==> src/rtl/uart_rx_fifo.sv <==
// 8N1 UART receiver with first-word-fall-through byte FIFO and one-cycle error pulses.
// Define UART_RX_PARITY_EN to add an even-parity bit between data and stop.
module uart_rx_fifo #(
  parameter int BAUD_DIV   = 139,
  parameter int DEPTH_LOG2 = 2
) (
  input  logic                  clk,
  input  logic                  rst,
  input  logic                  uart_rxd,
  output logic [7:0]            rx_data,
  output logic                  rx_valid,
  input  logic                  rx_ready,
  output logic                  frame_err,
  output logic                  overrun,
  output logic [DEPTH_LOG2:0]   level
);
  localparam int          DEPTH   = 1 << DEPTH_LOG2;
  localparam logic [15:0] HALF_M1 = 16'(BAUD_DIV / 2 - 1);
  localparam logic [15:0] FULL_M1 = 16'(BAUD_DIV - 1);

  typedef enum logic [2:0] {
    S_IDLE,
    S_START,
    S_DATA,
`ifdef UART_RX_PARITY_EN
    S_PARITY,
`endif
    S_STOP,
    S_WAIT_IDLE
  } state_t;

  logic [1:0]  sync_q;
  logic        rxd_s;
  state_t      state_q, state_d;
  logic [15:0] cnt_q, cnt_d;
  logic [2:0]  idx_q, idx_d;
  logic [7:0]  shift_q, shift_d;
  logic        ferr_q, ferr_d, ovr_q, ovr_d;
  logic        stop_ok, par_bad;

  logic [DEPTH_LOG2:0]   wr_ptr_q, rd_ptr_q;
  logic [7:0]            mem_q [DEPTH];
  logic                  empty, full, push, pop;

  assign rxd_s = sync_q[1];

`ifdef UART_RX_PARITY_EN
  logic par_err_q, par_err_d;
  assign par_bad = par_err_q;
  always_ff @(posedge clk or posedge rst)
    if (rst) par_err_q <= 1'b0;
    else     par_err_q <= par_err_d;
`else
  assign par_bad = 1'b0;
`endif

  always_comb begin
    state_d = state_q;
    cnt_d   = cnt_q + 16'd1;
    idx_d   = idx_q;
    shift_d = shift_q;
    ferr_d  = 1'b0;
    stop_ok = 1'b0;
`ifdef UART_RX_PARITY_EN
    par_err_d = par_err_q;
`endif
    case (state_q)
      S_IDLE: begin
        cnt_d = '0;
        if (!rxd_s) state_d = S_START;
      end
      S_START: if (cnt_q == HALF_M1) begin
        cnt_d = '0;
        // a start bit that is gone by mid-bit is a line glitch
        if (rxd_s) state_d = S_IDLE;
        else begin
          state_d = S_DATA;
          idx_d   = '0;
        end
      end
      S_DATA: if (cnt_q == FULL_M1) begin
        cnt_d          = '0;
        shift_d[idx_q] = rxd_s;
        idx_d          = idx_q + 3'd1;
`ifdef UART_RX_PARITY_EN
        if (idx_q == 3'd7) state_d = S_PARITY;
`else
        if (idx_q == 3'd7) state_d = S_STOP;
`endif
      end
`ifdef UART_RX_PARITY_EN
      S_PARITY: if (cnt_q == FULL_M1) begin
        cnt_d     = '0;
        par_err_d = ^{shift_q, rxd_s};
        state_d   = S_STOP;
      end
`endif
      S_STOP: if (cnt_q == FULL_M1) begin
        cnt_d = '0;
        if (!rxd_s) begin
          ferr_d  = 1'b1;
          state_d = S_WAIT_IDLE;
        end else if (par_bad) begin
          ferr_d  = 1'b1;
          state_d = S_IDLE;
        end else begin
          stop_ok = 1'b1;
          state_d = S_IDLE;
        end
      end
      S_WAIT_IDLE: begin
        cnt_d = '0;
        if (rxd_s) state_d = S_IDLE;
      end
      default: state_d = S_IDLE;
    endcase
  end

  always_ff @(posedge clk or posedge rst) begin
    if (rst) begin
      sync_q  <= 2'b11;
      state_q <= S_IDLE;
      cnt_q   <= '0;
      idx_q   <= '0;
      shift_q <= '0;
      ferr_q  <= 1'b0;
      ovr_q   <= 1'b0;
    end else begin
      sync_q  <= {sync_q[0], uart_rxd};
      state_q <= state_d;
      cnt_q   <= cnt_d;
      idx_q   <= idx_d;
      shift_q <= shift_d;
      ferr_q  <= ferr_d;
      ovr_q   <= ovr_d;
    end
  end

  // extra pointer MSB distinguishes full from empty
  assign empty = (wr_ptr_q == rd_ptr_q);
  assign full  = (wr_ptr_q[DEPTH_LOG2] != rd_ptr_q[DEPTH_LOG2]) &&
                 (wr_ptr_q[DEPTH_LOG2-1:0] == rd_ptr_q[DEPTH_LOG2-1:0]);
  assign pop   = rx_ready & ~empty;
  assign push  = stop_ok & (~full | pop);
  assign ovr_d = stop_ok & full & ~pop;

  always_ff @(posedge clk or posedge rst) begin
    if (rst) begin
      wr_ptr_q <= '0;
      rd_ptr_q <= '0;
    end else begin
      if (push) wr_ptr_q <= wr_ptr_q + 1'b1;
      if (pop)  rd_ptr_q <= rd_ptr_q + 1'b1;
    end
  end

  always_ff @(posedge clk)
    if (push) mem_q[wr_ptr_q[DEPTH_LOG2-1:0]] <= shift_q;

  assign rx_data   = mem_q[rd_ptr_q[DEPTH_LOG2-1:0]];
  assign rx_valid  = ~empty;
  assign level     = wr_ptr_q - rd_ptr_q;
  assign frame_err = ferr_q;
  assign overrun   = ovr_q;
endmodule

==> config.mk <==
export PLATFORM = sky130hd
export DESIGN_NAME = uart_rx_fifo
export DESIGN_NICKNAME = d
export VERILOG_FILES = /design/src/rtl/uart_rx_fifo.sv
export SDC_FILE = /design/constraint.sdc
export NUM_CORES = 1
export LEC_CHECK = 0
export ABC_CLOCK_PERIOD_IN_PS = 6400
export CAP_MARGIN = 20
export CELL_PAD_IN_SITES_DETAIL_PLACEMENT = 2
export CELL_PAD_IN_SITES_GLOBAL_PLACEMENT = 2
export CORE_MARGIN = 2
export CORE_UTILIZATION = 46
export CTS_CLUSTER_DIAMETER = 120
export CTS_CLUSTER_SIZE = 8
export DETAILED_ROUTE_END_ITERATION = 10
export PLACE_DENSITY = 0.92
export SKIP_LAST_GASP = 1
export SYNTH_ARGS = -nofsm -noshare
export SYNTH_HDL_FRONTEND = slang
export SYNTH_SLANG_ARGS = --single-unit
==> constraint.sdc <==
create_clock -name clk -period 6.4 [get_ports clk]
set_input_delay 0.64 -clock clk [delete_from_list [all_inputs] [get_ports clk]]
set_output_delay 0.64 -clock clk [all_outputs]
set_load 0.005 [all_outputs]
==> flow_summary.toml <==
[floorplan]
die_h_um = 89.9
num_io_pins = 18
coreArea_um2 = 7210
die_area_um2 = 8080
start_util_pct = 47.0
rows = 31
die_w_um = 89.9

[power_and_ir_drop]
p_switching_uw = 310
p_int_uw = 755
power.leakage_uw = 0.00152
power_frac_comb_pct = 17.2
peakVddDrop_mv = 0.116
switching_share_pct = 29.1
powerDensity_nw_per_um2 = 279
p_seq_share_pct = 49.8
p_clk_share_pct = 32.9

[cells_and_area]
syn_to_final_growth_pct = 12.7
final_cells = 373
drive_gt1_share_pct = 17.2
nets = 286
final_core_util_pct = 53.0
antenna_cells = 0

[clock_network]
cts_tree = "yes"
cts_buffer_depth = 2
h-tree-depth = 3
cts_hold_buf = 0
cts_made_buffers = 9
clock-sinks = 72
clk_pin_slew_ps = 90
insertion_delay_ps = 360
post_cts_buffers = 0
cts_root_buffer = "clkbuf_8"
postCtsResizedCells = 0

[detailed_routing]
drtIter0Drc = 74
wl_um = 8280
post_drt_wl_per_cell_um = 22.2
firstDrtPassIters = 4
vias = 2104
viasPerCell = 5.64
remaining_drc_errors = 0
ant_nets = 0

[synthesis]
synthCells = 250
synthFlopType = "dfrtp_1"
async_reset_ff_share_pct = 55.6
yosys_warnings = 0
ys_seq_area_share_pct = 57.9
avgSynthCellArea_um2 = 13.6
synth.distinct_cells = 46
ys_seq_elements = 72
syn_area_um2 = 3390
syn_nets = 267
synth_edf_count = 32

[timing]
fin_tns_setup_ps = 0
slew_headroom_pct = 42.6
setup_slack_ps = 3330
worstMarginPinSlew_ps = 854
rsz0062_at_grt = "false"
hold_violations = 0
setup_violations = 0
fmax_ghz = 0.326
fin_crit_ps = 3070
fin_crit_sh_pct = 48.0
fin_worst_skew_ps = 10.6
slew_viol_final = 0

[global_routing]
grt_use_met2_pct = 42.0
met1_usage_pct = 26.2
grt_busiest_layer = "met2"
first_global_vias = 2480
grt_pass1_wl_um = 13900
gr-usage-met3_pct = 4.36
gr-total-overflow = 0
antenna_found_initial = 0
grt_max_degree = 41
grtUsageTotal_pct = 22.7

[worst_setup_path]
setup.worst_path.class = "flip-flop to output port"
required_ps = 5760
critPathArrivalTime_ps = 2430
cp_max_fo = 11
critPathCaptureType = "output port"
startpoint_type = "flip-flop"

[run]
maxCapViolCount = 0

[place]
gp_congestion = 0.773
numPortBuffers = 17
pre_cts_ws_ps = 3710
dpl.hpwl_um = 5610
dpl.cell_count = 356

[min_path]
worstHoldPathType = "flip-flop to flip-flop"

[status]
outcome = "complete, no violations"
-- worst paths after layout --
kind                              from           to  slack [ps]  cells after the start
max in group asynchronous          rst    cnt_q[12]        5330                      3
min in group asynchronous          rst     cnt_q[0]         710                      3
setup / recovery           rd_ptr_q[0]     level[1]        3330                      4
setup reg to reg           rd_ptr_q[0]  mem_q[0][4]        3810                      5
hold / removal               sync_q[0]    sync_q[1]         360                      0
hold reg to reg              sync_q[0]    sync_q[1]         360                      0
-- cells in the mapped netlist, types with 2 or more instances --
| library cell | count | share of area [%] |
|---|---|---|
| and3b_1 | 2 | 0.52 |
| edfxtp_1 | 32 | 28 |
| a22oi_1 | 4 | 0.89 |
| and4_1 | 4 | 1.0 |
| o31ai_1 | 2 | 0.44 |
| or3_1 | 3 | 0.55 |
| inv_1 | 14 | 1.5 |
| and2_1 | 3 | 0.55 |
| a21oi_1 | 11 | 1.6 |
| o21ai_0 | 4 | 0.59 |
| nor4_4 | 3 | 1.9 |
| nor4_1 | 5 | 0.92 |
| xor2_1 | 9 | 2.3 |
| nor2_1 | 8 | 0.89 |
| nand4_1 | 7 | 1.3 |
| mux4_2 | 8 | 5.3 |
| buf_2 | 2 | 0.30 |
| nand2_1 | 11 | 1.2 |
| dfrtp_1 | 38 | 28 |
| mux2_2 | 11 | 3.7 |
| o2bb2ai_1 | 2 | 0.52 |
| nor4b_1 | 2 | 0.52 |
| dfstp_2 | 2 | 1.5 |
| nor3_1 | 6 | 0.89 |
| ha_1 | 12 | 4.4 |
| or4_1 | 2 | 0.44 |
| a21boi_0 | 2 | 0.44 |
| buf_6 | 2 | 0.66 |
| xnor2_1 | 7 | 1.8 |
| nand3_1 | 11 | 1.6 |
| clkbuf_1 | 6 | 0.66 |
-- area by class of cell --
class,count,area (um^2)
inverter,14,52.6
fill,705,3390
clock buffer,9,124
sequential,72,1960
multi-input combinational,153,1310
tap,99,124
timing repair buffer,19,185
clock inverter,7,61.3
-- cells by family (layout without fill, tap and decap cells) --
group	count (synthesis)	after routing	share of synthesized area, %
simple gates	74	74	14.7
fa+ha+maj	13	13	5.02
mux	19	19	8.96
flops	72	72	57.9
buf+inv	25	49	3.39
compound gates	31	31	5.90
xor+xnor	16	16	4.13
-- cells in the final DEF (no fill, tap or decap), types with 4 or more instances in the layout --
cell type and count:
xor2_1 9, nand4_1 7, nand2_1 11, xnor2_1 7, ha_1 12, mux2_2 11, a22oi_1 4, mux4_2 8
a21oi_1 11, inv_1 14, o21ai_0 4, nor2_1 8, and4_1 4, nor4_1 5, edfxtp_1 32, clkbuf_8 9
dfrtp_1 38, nand3_1 11, nor3_1 6, clkdlybuf4s50_1 17
-- layer usage --
metal | vias to the layer above | share of wire (%)
met5 | - | 0
met1 | 1088 | 40
li1 | 976 | -
met2 | 27 | 56
met3 | 13 | 2.0
met4 | 0 | 2.0
-- power by group through the flow --
stage | logic (uW) | clock network [uW] | registers [uW]
floorplan | 119 | 0 | 509
global placement | 165 | 0 | 538
detailed placement | 185 | 0 | 542
CTS | 188 | 360 | 533
global route | 197 | 374 | 536
finish | 184 | 351 | 531
-- through the flow --
| stage | hold slack [ps] | instance area [um^2] | power (uW) |
|---|---|---|---|
| 2_1_floorplan | 345 | 3390 | 628 |
| 3_3_place_gp | 347 | 3630 | 703 |
| 3_5_place_dp | 351 | 3630 | 727 |
| 4_1_cts | 363 | 3820 | 1080 |
| 5_1_grt | 367 | 3820 | 1110 |
| 6_report | 362 | 3820 | 1070 |
-- registers in the layout, indices dropped and copies added, names as in the netlist --
| register | flops |
|---|---|
| mem_q | 32 |
| cnt_q | 16 |
| shift_q | 8 |
| idx_q | 3 |
| rd_ptr_q | 3 |
| state_q | 3 |
| wr_ptr_q | 3 |
| sync_q | 2 |
| frame_err | 1 |
| overrun | 1 |
-- worst max-delay path, stage by stage (launching register included) --
cell and delay (ps):
dfrtp_1 760, ha_1 290, fa_1 440, inv_1 70, clkdlybuf4s50_1 500
Power figures use the tool's default switching activity.
